`src/rtl/hazard_stall_ctrl.sv`:
```
// Pipeline hazard and stall controller for the 5-stage MIPS core.
// Handles multi-bubble load-use stalls, branch-in-ID operand hazards and the data-cache freeze.
module hazard_stall_ctrl #(
  parameter int REG_W     = 5,
  parameter int INSTR_W   = 32,
  parameter int RS_LSB    = 21,
  parameter int RT_LSB    = 16,
  parameter int LOAD_LAT  = 1,
  parameter int BRANCH_ID = 1,
  parameter int CNT_W     = 16
) (
  input  logic               clk_i,
  input  logic               rst_i,
  input  logic               IDEX_MemRead_i,
  input  logic               IDEX_RegWrite_i,
  input  logic [REG_W-1:0]   IDEX_RegisterRd_i,
  input  logic               EXMEM_MemRead_i,
  input  logic [REG_W-1:0]   EXMEM_RegisterRd_i,
  input  logic [INSTR_W-1:0] instr_i,
  input  logic               ID_Branch_i,
  input  logic               dcache_stall_i,
  output logic               PCStall_o,
  output logic               IFIDStall_o,
  output logic               IDEXBubble_o,
  output logic               PipeFreeze_o,
  output logic [CNT_W-1:0]   stall_cycles_o
);

  typedef enum logic {IDLE, LU_STALL} state_t;

  localparam logic [2:0]       LU_INIT = 3'(LOAD_LAT - 1);
  localparam logic [CNT_W-1:0] CNT_MAX = '1;

  state_t           state, next_state;
  logic [2:0]       bub_cnt, next_bub;
  logic [REG_W-1:0] rs, rt;
  logic             ex_match, mem_match;
  logic             load_use, branch_haz;
  logic             stall, bubble, freeze;
  logic             unused_instr_bits;

  assign rs = instr_i[RS_LSB +: REG_W];
  assign rt = instr_i[RT_LSB +: REG_W];
  assign unused_instr_bits = ^instr_i;

  // Register 0 is hardwired, so a write to it can never be a real dependency.
  assign ex_match  = (IDEX_RegisterRd_i != '0) &&
                     ((IDEX_RegisterRd_i == rs) || (IDEX_RegisterRd_i == rt));
  assign mem_match = (EXMEM_RegisterRd_i != '0) &&
                     ((EXMEM_RegisterRd_i == rs) || (EXMEM_RegisterRd_i == rt));

  assign load_use   = IDEX_MemRead_i && ex_match;
  assign branch_haz = (BRANCH_ID != 0) && ID_Branch_i &&
                      ((IDEX_RegWrite_i && ex_match) || (EXMEM_MemRead_i && mem_match));

  always_ff @(posedge clk_i or negedge rst_i) begin
    if (!rst_i) begin
      state   <= IDLE;
      bub_cnt <= 3'd0;
    end else begin
      state   <= next_state;
      bub_cnt <= next_bub;
    end
  end

  // Freeze outranks everything and leaves the bubble count untouched.
  always_comb begin
    stall      = 1'b0;
    bubble     = 1'b0;
    freeze     = 1'b0;
    next_state = state;
    next_bub   = bub_cnt;
    if (dcache_stall_i) begin
      stall  = 1'b1;
      freeze = 1'b1;
    end else if (state == LU_STALL) begin
      stall  = 1'b1;
      bubble = 1'b1;
      if (bub_cnt == 3'd1) begin
        next_state = IDLE;
        next_bub   = 3'd0;
      end else begin
        next_bub = bub_cnt - 3'd1;
      end
    end else if (load_use) begin
      stall  = 1'b1;
      bubble = 1'b1;
      if (LOAD_LAT > 1) begin
        next_state = LU_STALL;
        next_bub   = LU_INIT;
      end
    end else if (branch_haz) begin
      stall  = 1'b1;
      bubble = 1'b1;
    end
  end

  assign PCStall_o    = rst_i & stall;
  assign IFIDStall_o  = rst_i & stall;
  assign IDEXBubble_o = rst_i & bubble;
  assign PipeFreeze_o = rst_i & freeze;

  always_ff @(posedge clk_i or negedge rst_i) begin
    if (!rst_i) begin
      stall_cycles_o <= '0;
    end else if (PCStall_o && (stall_cycles_o != CNT_MAX)) begin
      stall_cycles_o <= stall_cycles_o + CNT_W'(1);
    end
  end

endmodule

```
`config.mk`:
```
export PLATFORM = sky130hd
export DESIGN_NAME = hazard_stall_ctrl
export DESIGN_NICKNAME = d
export VERILOG_FILES = /design/src/rtl/hazard_stall_ctrl.sv
export SDC_FILE = /design/constraint.sdc
export NUM_CORES = 1
export LEC_CHECK = 0
export ABC_AREA = 1
export CAP_MARGIN = 0
export CORE_UTILIZATION = 44
export CTS_CLUSTER_SIZE = 24
export DETAILED_ROUTE_END_ITERATION = 10
export PLACE_DENSITY = 0.86
export SYNTH_ARGS = -nofsm -noshare
export SYNTH_HDL_FRONTEND = slang
export SYNTH_SLANG_ARGS = --single-unit
```
`constraint.sdc`:
```
create_clock -name clk_i -period 2 [get_ports clk_i]
set_input_delay 0.5 -clock clk_i [delete_from_list [all_inputs] [get_ports clk_i]]
set_output_delay 0.5 -clock clk_i [all_outputs]
set_load 0.02 [all_outputs]
```
After elaboration in Yosys (flattened, before gate mapping)
Index checks and enable logic that the tools add are counted.

storage, ports and cells
  latch bits = 0
  memory bits (writable) = 0
  memory bits (read-only) = 0
  memories kept = 0
  logic and storage cells = 37
  register bits = 20
  output and inout bits = 20

operators by class
  multiplexer cells = 9
  shift operators = 0
  eq/ne operators = 6
  reduce and logical (&&, ||, !) cells = 13
  bitwise gates (word level) = 4
  $mul = 0
  $lt $le $gt $ge = 0
  divide/modulo/power cells = 0
  $add $sub $neg = 2

operators by type and width
  kind                                               count
  == test 5 bit                                      4
  adder 16 x 1 -> 16 bit (second input constant)     1
  inequality test 16 bit (second input constant)     1
  nonzero test 5 bit                                 2
  two-way mux 1 bit                                  8
  logical AND 1 bit                                  7
  AND 1 bit                                          3
  == test 3 x 1 -> 1 bit (second input constant)     1
  logical OR 1 bit                                   3
  two-way mux 3 bit                                  1
  subtractor 3 x 1 -> 3 bit (second input constant)  1
  AND reduction 2 bit                                1
  NOT 1 bit                                          1

Depth between registers and ports, before layout
  word-level depth = 12
  depth in mapped cells = 12
  mapped depth without buffers = 11

Worst setup path before layout
No wires, ideal clock.

  path type = input-to-output
  start = input port rst_i
  end = output port PCStall_o
  stages = 5
  path buffers = 3
  arrival time = 1.518 ns
  path slack = -0.018 ns
  required time = 1.500 ns
  cell sequence = clkbuf_1 > clkbuf_1 > nand2_1 > nand2_1 > buf_4

between the ends
  cells in the longest elaborated chain, start to end = 1

RTL lines
  element             line  RTL
  start: declaration  13    input logic rst_i,
  AND 1 bit           n/a
  end: declaration    22    output logic PCStall_o,

Every way passes these cells.

Worst setup path in the final report
  start = input port instr_i[25]
  end = output port IDEXBubble_o

between the ends
  cells in the longest elaborated chain, start to end = 11
  elaborated cells between the ends (all ways) = 16
  those cells by class = eq/ne (2); mux (4); bitwise (1); reduce/logical (9)

RTL lines
  element                                      line    RTL
  start: declaration                           19      input logic [INSTR_W-1:0] instr_i,
  == test 5 bit, on equally long branches      48, 50
  logical OR 1 bit, on equally long branches   48, 50
  logical AND 1 bit, on equally long branches  47, 49
  logical AND 1 bit                            54      ((IDEX_RegWrite_i && ex_match) || (EXMEM_MemRead_i && mem_match));
  logical OR 1 bit                             54
  logical AND 1 bit                            53      assign branch_haz = (BRANCH_ID != 0) && ID_Branch_i &&
  two-way mux 1 bit                            92      end else if (branch_haz) begin
  two-way mux 1 bit *                          85      end else if (load_use) begin
  two-way mux 1 bit *                          76      end else if (state == LU_STALL) begin
  two-way mux 1 bit *                          73      if (dcache_stall_i) begin
  AND 1 bit *                                  100     assign IDEXBubble_o = rst_i & bubble;
  end: declaration                             24      output logic IDEXBubble_o,

Every way passes the cells marked *; elsewhere a longest branch is shown, timed or not.

==> flow_summary.ini <==
[logic_synthesis]
synthTopCellsByCount = nand2_1, inv_1, nor2_1
seq_area_frac_synth_pct = 29.4
postSynthAreaPerCell_um2 = 6.97
syn_inst = 244
yosysTopAreaCellShare_pct = 29.4
yosysMostFrequentCell = nand2_1
synth_top_area_cell = dfrtp_1
synth_cell_types = 24
synth_flop_cell = dfrtp_1
ys.warnings.count = 0
synth_edf_count = 0
syn_nets = 296
synth_area_um2 = 1700
synth_seq_cells = 20
synthTopCellsByArea = dfrtp_1, nand2_1, nand2_2
synth-async-reset-ratio_pct = 100

[worst_setup_path]
cp_slowest_cell = clkdlybuf4s15_2
slowest_delay_ns = 0.21
cpMostUsedCell = nand2_2
critPathKind = input port to output port
endpoint_kind = output port
required_ns = 1.50
cp-start-kind = input port
crit_chain = clkdlybuf4s15_2 > xnor2_1 > nand3_1 > nand2_1 > nand2_2 > nand3_2 > nand2_2 > nor2_1 > buf_4
cp_max_fo = 2
critical_path_arrival_ns = 1.46

[status]
status = finished, final reports clean

[cells_and_area]
drive_gt1_share_pct = 28.4
area_growth_pct = 36.8
num-fill-cells = 347
fin_nets = 352
final_cells = 347
diodes = 0
multi_input_area_um2 = 1110
final-seq-area_um2 = 500
utilization_pct = 63.1

[routing]
vias = 1780
viasPerCell = 5.13
wl_um = 4490
firstDrtPassIters = 4
wl_per_cell_um = 12.9
drt_iter0_drc = 103
drtAntennaViolNets = 0
drc = 0

[sta]
worstMarginPinSlew_ns = 0.444
setup_viol_count_final = 0
slew_headroom_pct = 70.4
drv_slew = 0
fin_crit_sh_pct = 97.9
fmaxAchievable_mhz = 511
fin_ws_ns = 0.0416
fin_hold_ws_ns = 0.535
finalClockSkew_ns = 0.00410
hold_viol = 0
final.min_clock_period_ns = 1.96
rsz0062_at_grt = yes

[cts]
cts_root_buf = clkbuf_8
clk_pin_slew_worst_paths_ns = 0.07
clock_sinks = 20
clock_latency_ns = 0.26
cts_hold_buffers = 0
cts_made_buffers = 3
clockBufferDepth = 2
cts_tree = done
cts_max_level = 1

[power_and_ir_drop]
cellLeakagePower_nw = 1.19
ir_drop_mv = 0.747
total_power_mw = 1.62
power.density_nw_per_um2 = 697

[grt]
grt_max_degree = 39
gr-total-overflow = 0
grt_pass1_wl_um = 7700
antenna_found_initial = 0
grt_util_all_layers_pct = 23.6
grt_pass1_vias = 1706

[flow_run]
max_cap_violations = 0

[die]
dieArea_um2 = 4120
ioPinCount = 69
start_util_pct = 46.1
rows = 22
core_area_um2 = 3690
dieHeight_um = 64.2
die_w_um = 64.2

[worst_hold_path]
hp-class = flip-flop to flip-flop

[placed_design]
dp_hpwl_um = 3160
gp_congestion = 0.891
io_buffers = 46
post-place-cells = 340
place_ws_ns = -0.874
[through the flow]
stage	instance area (µm²)	TNS (ns)
after floorplan	1700	0
final	2330	0
after global routing	2330	-0.0740
after CTS	2280	0
after detailed placement	2230	-7.82
after global placement	2230	-7.33
[where the power goes]
part	internal, mW	total, mW	leakage, nW	switching [mW]
clock network	0.176	0.317	0.0288	0.141
logic	0.317	0.719	0.893	0.403
registers	0.488	0.586	0.265	0.0973
total	0.980	1.62	1.19	0.641
[worst paths after layout]
path / start / end / slack, ns / cells after the start
worst max-delay path: instr_i[25] / IDEXBubble_o / 0.04 / 9
worst min-delay path: bub_cnt[1] / bub_cnt[1] / 0.53 / 2
worst max register to register: stall_cycles_o[0] / stall_cycles_o[9] / 0.12 / 9
worst min register to register: bub_cnt[1] / bub_cnt[1] / 0.53 / 2
max in group asynchronous: rst_i / stall_cycles_o[0] / 1.14 / 2
min in group asynchronous: rst_i / stall_cycles_o[8] / 0.54 / 2
[registers in the layout, indices dropped and copies added (netlist names)]
name,cells
stall_cycles_o,16
bub_cnt,3
state,1
[cell families (layout without fill, tap and decap cells)]
kind of cell	Yosys count	in the layout	share of synthesized area (%)
adders and majority gates	3	3	2.21
and+or+nand+nor	153	154	44.7
AOI/OAI and AO/OA	7	7	2.21
DFF	20	20	29.4
buffers and inverters	39	93	10.1
xor gates and xnor gates	22	22	11.3
[worst max-delay path, delay by kind of cell]
kind                      cells  cell delay, ns
and+or+nand+nor               6            0.45
xor gates and xnor gates      1            0.15
buffers and inverters         2            0.35
[layer usage]
layer / track usage, % / part of all wire [%] / vias up
met2: 42.7 / 52 / 52
li1: - / - / 887
met1: 28.8 / 41 / 828
met3: 5.36 / 5.0 / 13
met4: 3.89 / 2.1 / 0
met5: 0 / 0 / -
[area by class of cell]
type	instances	area share, %
multi-input combinational	186	47.6
sequential	20	21.5
timing repair buffer	56	20.5
inverter	33	5.43
tap	48	2.58
clock buffer	4	2.37
[placed cells by master (no fill, tap or decap)]
cell,synthesis,routed
nand2_1,65,62
inv_1,28,25
nor2_1,26,25
nand2_2,21,24
dfrtp_1,20,20
nand4_1,17,17
clkdlybuf4s50_1,0,17
buf_4,2,15
nand3_1,15,13
xor2_1,11,11
buf_2,1,11
xnor2_1,11,9
inv_2,5,7
buf_6,0,5
a21oi_1,5,4
clkbuf_8,0,4
nand3_2,1,3
ha_1,3,3
dlygate4sd2_1,0,3
xnor2_2,0,2
nor2_4,1,2
nand3_4,1,2
nor3_2,1,2
nand4_4,2,2
nor3_1,3,2
clkdlybuf4s15_1,0,2
clkdlybuf4s15_2,0,2
inv_4,0,1
a21oi_2,0,1
o21bai_4,0,1
o21ai_0,1,1
buf_8,0,1
[what timing repair did]
action	in CTS	in global routing
resized for setup	125	11
setup buffers	2	0
cloned	0	1
endpoints found under the setup margin	19	14
pin swaps	21	17
Power figures use the tool's default switching activity.
